===== src/rtl/fetch_stage.sv =====
// Instruction-fetch stage: owns the PC, issues one word read at a time over
// req/gnt/rvalid, and holds the returned word in a single IF/ID entry.
module fetch_stage #(
    parameter logic [31:0] RESET_PC  = 32'h0000_0000,
    parameter logic [31:0] NOP_INSTR = 32'h0000_0013
) (
    input  logic        clk,
    input  logic        rst,
    output logic        imem_req,
    output logic [31:0] imem_addr,
    input  logic        imem_gnt,
    input  logic        imem_rvalid,
    input  logic [31:0] imem_rdata,
    input  logic        redirect_valid,
    input  logic [31:0] redirect_pc,
    input  logic        id_ready,
    output logic        id_valid,
    output logic [31:0] id_instr,
    output logic [31:0] id_pc,
    output logic [31:0] id_pc_plus4,
    output logic        misalign_err,
    output logic [1:0]  dbg_state
);

    // Handshakes: a request transfers on a cycle with imem_req && imem_gnt;
    // its data returns on a later cycle with imem_rvalid. The IF/ID entry
    // transfers to decode on a cycle with id_valid && id_ready.
    typedef enum logic [1:0] {
        S_FETCH   = 2'd0,
        S_WAIT    = 2'd1,
        S_DISCARD = 2'd2
    } state_t;

    state_t      state;
    logic [31:0] pc;
    logic [31:0] req_pc;
    logic        slot_free;

    assign slot_free   = !id_valid || id_ready;
    assign imem_req    = (state == S_FETCH) && slot_free && !redirect_valid && !rst;
    assign imem_addr   = {pc[31:2], 2'b00};
    assign id_pc_plus4 = id_pc + 32'd4;
    assign dbg_state   = state;

    always_ff @(posedge clk) begin
        if (rst) begin
            state        <= S_FETCH;
            pc           <= RESET_PC;
            req_pc       <= 32'h0;
            id_valid     <= 1'b0;
            id_instr     <= NOP_INSTR;
            id_pc        <= 32'h0;
            misalign_err <= 1'b0;
        end else if (redirect_valid) begin
            // Flush beats both a same-cycle capture and a decode handshake.
            pc           <= {redirect_pc[31:2], 2'b00};
            misalign_err <= |redirect_pc[1:0];
            id_valid     <= 1'b0;
            id_instr     <= NOP_INSTR;
            case (state)
                S_FETCH:   state <= S_FETCH;
                S_WAIT,
                S_DISCARD: state <= imem_rvalid ? S_FETCH : S_DISCARD;
                default:   state <= S_FETCH;
            endcase
        end else begin
            misalign_err <= 1'b0;
            if (id_valid && id_ready) begin
                id_valid <= 1'b0;
                id_instr <= NOP_INSTR;
            end
            case (state)
                S_FETCH: begin
                    if (imem_req && imem_gnt) begin
                        req_pc <= imem_addr;
                        pc     <= imem_addr + 32'd4;
                        state  <= S_WAIT;
                    end
                end
                S_WAIT: begin
                    if (imem_rvalid) begin
                        id_valid <= 1'b1;
                        id_instr <= imem_rdata;
                        id_pc    <= req_pc;
                        state    <= S_FETCH;
                    end
                end
                S_DISCARD: begin
                    // Response of a flushed request: swallow it, never expose it.
                    if (imem_rvalid) state <= S_FETCH;
                end
                default: state <= S_FETCH;
            endcase
        end
    end

endmodule


===== config.mk =====
export PLATFORM = sky130hd
export DESIGN_NAME = fetch_stage
export DESIGN_NICKNAME = d
export VERILOG_FILES = /design/src/rtl/fetch_stage.sv
export SDC_FILE = /design/constraint.sdc
export NUM_CORES = 1
export LEC_CHECK = 0
export ABC_CLOCK_PERIOD_IN_PS = 2600
export BUFFER_PORTS_ARGS = -buffer_cell sky130_fd_sc_hd__buf_4
export CAP_MARGIN = 30
export CORE_MARGIN = 2
export CORE_UTILIZATION = 50
export CTS_CLUSTER_DIAMETER = 120
export CTS_CLUSTER_SIZE = 28
export DETAILED_ROUTE_END_ITERATION = 16
export GPL_TIMING_DRIVEN = 0
export PLACE_DENSITY = 0.9
export SLEW_MARGIN = 40
export SYNTH_ARGS = -nofsm -noshare
export SYNTH_HDL_FRONTEND = slang
export SYNTH_SLANG_ARGS = --single-unit

===== constraint.sdc =====
create_clock -name clk -period 2.6 [get_ports clk]
set_input_delay 0.39 -clock clk [delete_from_list [all_inputs] [get_ports clk]]
set_output_delay 0.39 -clock clk [all_outputs]
set_load 0.01 [all_outputs]

# After elaboration in Yosys (flattened, before gate mapping)
# Index checks and enable logic that the tools add are counted.
# Widths: inputs -> output; s select.
dict set report classes {
  n_eq_ne 4
  bitwise_logic 1
  n_reduce_logical 21
  add_sub_neg 2
  muxes 15
}
# cell count
set op_table {}
lappend op_table {{$mux 32} 6}
lappend op_table {{$add 32x3->32 const B} 2}
lappend op_table {{$mux 2} 5}
lappend op_table {{$reduce_or 2->1} 4}
lappend op_table {{$reduce_and 2->1} 3}
lappend op_table {{$reduce_and 3->1} 2}
lappend op_table {{$logic_and 1x1->1} 5}
lappend op_table {{$pmux 2 s2} 1}
lappend op_table {{$reduce_bool 2->1} 2}
lappend op_table {{$logic_not 1->1} 3}
lappend op_table {{$mux 1} 3}
lappend op_table {{$ne 3x1->1 const B} 1}
lappend op_table {{$ne 3x2->1 const B} 1}
lappend op_table {{$eq 2x1->1 const B} 1}
lappend op_table {{$eq 2x2->1 const B} 1}
lappend op_table {{$logic_not 2->1} 1}
lappend op_table {{$logic_or 1x1->1} 1}
lappend op_table {{$not 1->1} 1}
dict set report word_totals {
  output_inout_bits 133
  inputBits 70
  register_bits 128
  word_cells 51
}

# Longest topological paths before layout
dict set report depth {
  depth_word 9
  depth_mapped 8
  mapped_depth_nobuf 7
}

# Worst setup path before layout
# Ideal clock, no wire load.
dict set report synth_timing {
  path_type {flip-flop to output port}
  startpoint {register id_pc[9]}
  endpoint {output port id_pc_plus4[24]}
  arrival_time_ns 1.795
  path_stages_with_launch 7
  path_slack_ns 0.415
  path_buffers 1
  required_ns 2.210
  path_cell_list {dfxtp_1 nand4_1 nor2_1 and3_1 clkbuf_1 and3_1 xor2_1}
}
dict set report synth_via {
  elab_chain_len 1
}
# item line_no
set synth_lines {}
lappend synth_lines {{start: declaration} 19} ;# output logic [31:0] id_pc,
lappend synth_lines {{start signal: assignment} 84} ;# id_pc <= req_pc;
lappend synth_lines {{$add 32x3->32} 42} ;# assign id_pc_plus4 = id_pc + 32'd4;
lappend synth_lines {{end: declaration} 20} ;# output logic [31:0] id_pc_plus4,
# Every way passes these cells.

# Final worst setup path
dict set report layout_timing {
  startpoint {register id_pc[17]}
  endpoint {output port id_pc_plus4[24]}
}
# The elaborated chain is that of the path after synthesis.

==> results.py <==
metrics = {
    "timing": {
        "finalCritPeriodShare_pct": 96.05,
        "layout_setup_ws_ns": 0.1026,
        "setup_viol_count_final": 0,
        "hold_viol_final": 0,
        "slew-limit-headroom_pct": 49.40,
        "fmax_mhz": 400.4,
        "fin_hold_ws_ns": 0.08704,
        "fin_tns_setup_ns": 0,
        "clock_skew_ns": 0.005476,
        "rsz0062_at_grt": "true",
        "worst_pin_slew_ns": 0.7533,
        "fin_crit_ns": 2.497,
        "slew_viol_final": 0,
    },
    "logic_synthesis": {
        "synthMuxAreaShare_pct": 0.5844,
        "synth.area.top_cells": "dfxtp_1 (45%), nand2_1 (9.2%), nand3_1 (4.8%)",
        "yosys.area.top_type": "dfxtp_1",
        "synth_top_family_by_area": "simple AND/OR/NAND/NOR gates",
        "yosys.area_share.simple_pct": 27.06,
        "synthDistinctLibCells": 52,
        "synth-adder-area-share_pct": 0.8991,
        "synth_top_area_share_pct": 45.31,
        "syn-instance-count": 687,
        "synthFlopType": "dfxtp_1",
        "synth_edf_count": 0,
        "synth-compound-area-share_pct": 14.57,
        "yosysWarnings": 0,
        "syn_area_um2": 5567,
        "syn_avg_cell_area_um2": 8.103,
        "async_flop_share_pct": 0,
        "ys_ff_latch": 126,
        "ys_seq_area_share_pct": 45.31,
        "synth_xor_area_share_pct": 6.608,
    },
    "pwr": {
        "p_sw_share_pct": 22.91,
        "power.internal_mw": 3.612,
        "p_sw_mw": 1.073,
        "power_frac_seq_pct": 43.8,
        "power_density_nw_per_um2": 596.1,
        "power.leakage_nw": 3.330,
        "peakVddDrop_v": 0.0004970,
        "power_frac_clock_pct": 48.3,
        "pwr-share-comb_pct": 7.9,
    },
    "layout": {
        "drive_gt1_share_pct": 28.29,
        "fin_util_pct": 72.51,
        "area_delta_synth_final_pct": 41.20,
        "insertedDiodeCount": 0,
        "seqCellArea_um2": 2532,
        "layout.nets": 981,
        "multiInputGateArea_um2": 2828,
        "stdcell_count": 1059,
        "fillers": 858,
    },
    "min_path": {
        "holdCritPathClass": "in2reg",
        "hold_end": "pc[8]$_SDFFE_PP0P_",
        "whs_path_depth": 2,
        "worstHoldStart": "redirect_pc[8]",
    },
    "route": {
        "drc_errors": 0,
        "drtIter0Drc": 707,
        "vias_per_cell": 5.522,
        "drt_wl_total_um": 17300,
        "ant_nets": 0,
        "vias": 5848,
        "wl_per_cell_um": 16.33,
        "firstDrtPassIters": 6,
    },
    "die": {
        "start_util_pct": 51.35,
        "num_rows": 38,
        "ioPinCount": 203,
        "die-area_um2": 11990,
        "chipWidth_um": 109.5,
        "coreArea_um2": 10840,
        "fp.dieH_um": 109.5,
    },
    "setup_path": {
        "crit_path_end_kind": "primary output",
        "rr_worst_depth": 6,
        "crit_type": "reg2out",
        "required_ns": 2.21,
        "r2r-end": "pc[28]$_SDFFE_PP0P_",
        "crit_slowest_cell": "dfxtp_1",
        "ff2ff_setup_slack_ns": 0.17,
        "worstPathArrival_ns": 2.11,
        "cp-start-kind": "register",
        "reg2reg_from": "pc[2]$_SDFFE_PP0P_",
        "cp_top_family": "simple AND/OR/NAND/NOR gates",
        "path_cells": "and3_1 > and4_1 > and3_4 > and3_1 > xor2_1 > buf_4",
        "cp_max_fo": 9,
        "crit_top_cell": "and3_1",
        "critPathBufInv": 1,
        "slowest_delay_ns": 0.41,
    },
    "clock_tree": {
        "cts_buffers": 17,
        "root_buffer": "clkbuf_8",
        "clkLatencyLatePin_ns": 0.53,
        "cts_tree": "built",
        "cts_hold_buf": 0,
        "htreeDepth": 4,
        "cts_sinks": 126,
        "cts_buffer_depth": 2,
        "clk_pin_slew_worst_paths_ns": 0.06,
    },
    "place": {
        "finalWeightedCongestion": 0.9874,
        "io_buffers": 195,
        "post-place-ws_ns": -0.01576,
        "dp_hpwl_um": 12490,
        "dp_cells": 1027,
    },
    "global_routing": {
        "grt-ovfl-total": 0,
        "grt_pass1_wl_um": 26100,
        "grt_pass1_vias": 5433,
        "grt_usage_pct": 28.39,
        "grt_max_degree": 17,
        "grt_antenna_before_repair": 0,
    },
    "job": {
        "maxCapViolCount": 0,
    },
    "outcome": {
        "outcome": "completed",
    },
}
-- cell usage after synthesis, types with 3 or more instances --
master / n
nand2_1: 137
dfxtp_1: 126
nor2_1: 62
nand3_1: 53
a21oi_1: 45
clkbuf_1: 36
a22oi_1: 29
xnor2_1: 29
nand4_1: 23
a211oi_1: 13
and3_1: 13
xor2_1: 13
inv_1: 10
buf_1: 8
nor3_1: 8
o21ai_0: 8
a31oi_1: 7
buf_4: 6
o22ai_1: 6
and4_1: 4
ha_1: 4
and2_1: 3
nor4_2: 3
o2111a_1: 3
o211a_1: 3
or3_1: 3
-- stage by stage --
| step | area (um2) | total power, mW |
|---|---|---|
| detailed placement | 7224 | 2.451 |
| floorplan | 5585 | 2.243 |
| global route | 7860 | 4.824 |
| global placement | 7224 | 2.446 |
| CTS | 7804 | 4.696 |
| finish | 7860 | 4.686 |
-- placed cells by master, fill, tap and decap left out, types with 3 or more instances in the layout --
cell / netlist / routed
clkbuf_1: 36 / 36
nor2_1: 62 / 59
ha_1: 4 / 3
and2_1: 3 / 3
a31oi_1: 7 / 7
and4_1: 4 / 4
o22ai_1: 6 / 6
o21ai_0: 8 / 8
a22oi_1: 29 / 29
inv_1: 10 / 10
clkbuf_16: 0 / 16
nand2_1: 137 / 137
nand4_1: 23 / 23
or3_1: 3 / 3
nor4_2: 3 / 3
o2111a_1: 3 / 3
o211a_1: 3 / 3
and3_1: 13 / 12
dfxtp_2: 0 / 8
a21oi_1: 45 / 45
clkbuf_8: 0 / 5
conb_1: 1 / 6
a211oi_1: 13 / 13
nand3_1: 53 / 52
buf_4: 6 / 204
dfxtp_1: 126 / 118
buf_1: 8 / 7
xnor2_1: 29 / 28
clkinv_2: 0 / 5
nor3_1: 8 / 8
xor2_1: 13 / 13
-- layout make-up --
type,count,share of cell area (%)
clock buffer,24,6.113
clock inverter,7,1.082
inverter,11,0.5253
multi-input combinational,502,35.98
timing repair buffer,198,18.91
tap,140,2.229
sequential,126,32.22
buffer,51,2.945
-- how the worst max path moves through the flow --
stage	startpoint	end	slack, ns	depth (start not counted)
after detailed placement	redirect_valid	pc[19]$_SDFFE_PP0P_	-0.02	7
after CTS	id_pc[9]$_SDFFE_PP0P_	id_pc_plus4[24]	0.003	6
final	id_pc[17]$_SDFFE_PP0P_	id_pc_plus4[24]	0.10	6
after global placement	redirect_valid	pc[19]$_SDFFE_PP0P_	0.03	7
after floorplan	id_pc[9]$_SDFFE_PP0P_	id_pc_plus4[24]	0.41	6
after global routing	id_pc[17]$_SDFFE_PP0P_	id_pc_plus4[24]	0.01	6
-- sequential cells by signal, summed over array words and instances, names as in the netlist --
name,flops
misalign_err,1
id_valid,1
pc,30
id_pc,30
dbg_state,2
id_instr,32
req_pc,30
-- kinds of logic after synthesis --
| group | after synthesis |
|---|---|
| XOR/XNOR | 42 |
| adder cells (fa/ha/maj) | 4 |
| multiplexers | 3 |
| other | 1 |
| AO/OA/AOI/OAI | 124 |
| AND/OR/NAND/NOR | 323 |
| buffers and inverters | 64 |
| flip-flops | 126 |
-- power groups by stage --
stage	clock network, mW	registers (mW)	logic, mW
after global routing	2.37	2.06	0.399
after CTS	2.28	2.05	0.367
after detailed placement	0	2.09	0.363
final	2.26	2.05	0.370
after floorplan	0	2.08	0.159
after global placement	0	2.09	0.359
-- layer usage --
layer / GRT usage (%) / wire length [um] / up-vias
met5: 0 / 0 / -
met3: 9.781 / 1828 / 62
li1: - / - / 2829
met1: 32.18 / 6625 / 2619
met2: 47.49 / 8247 / 338
met4: 14.10 / 596 / 0
-- timing repair --
action | in CTS | in global routing
setup endpoints to repair | 21 | 21
setup buffers | 0 | 3
pin swaps | 0 | 3
resized for setup | 8 | 14
Note: power is estimated with default switching activity, not from simulation.
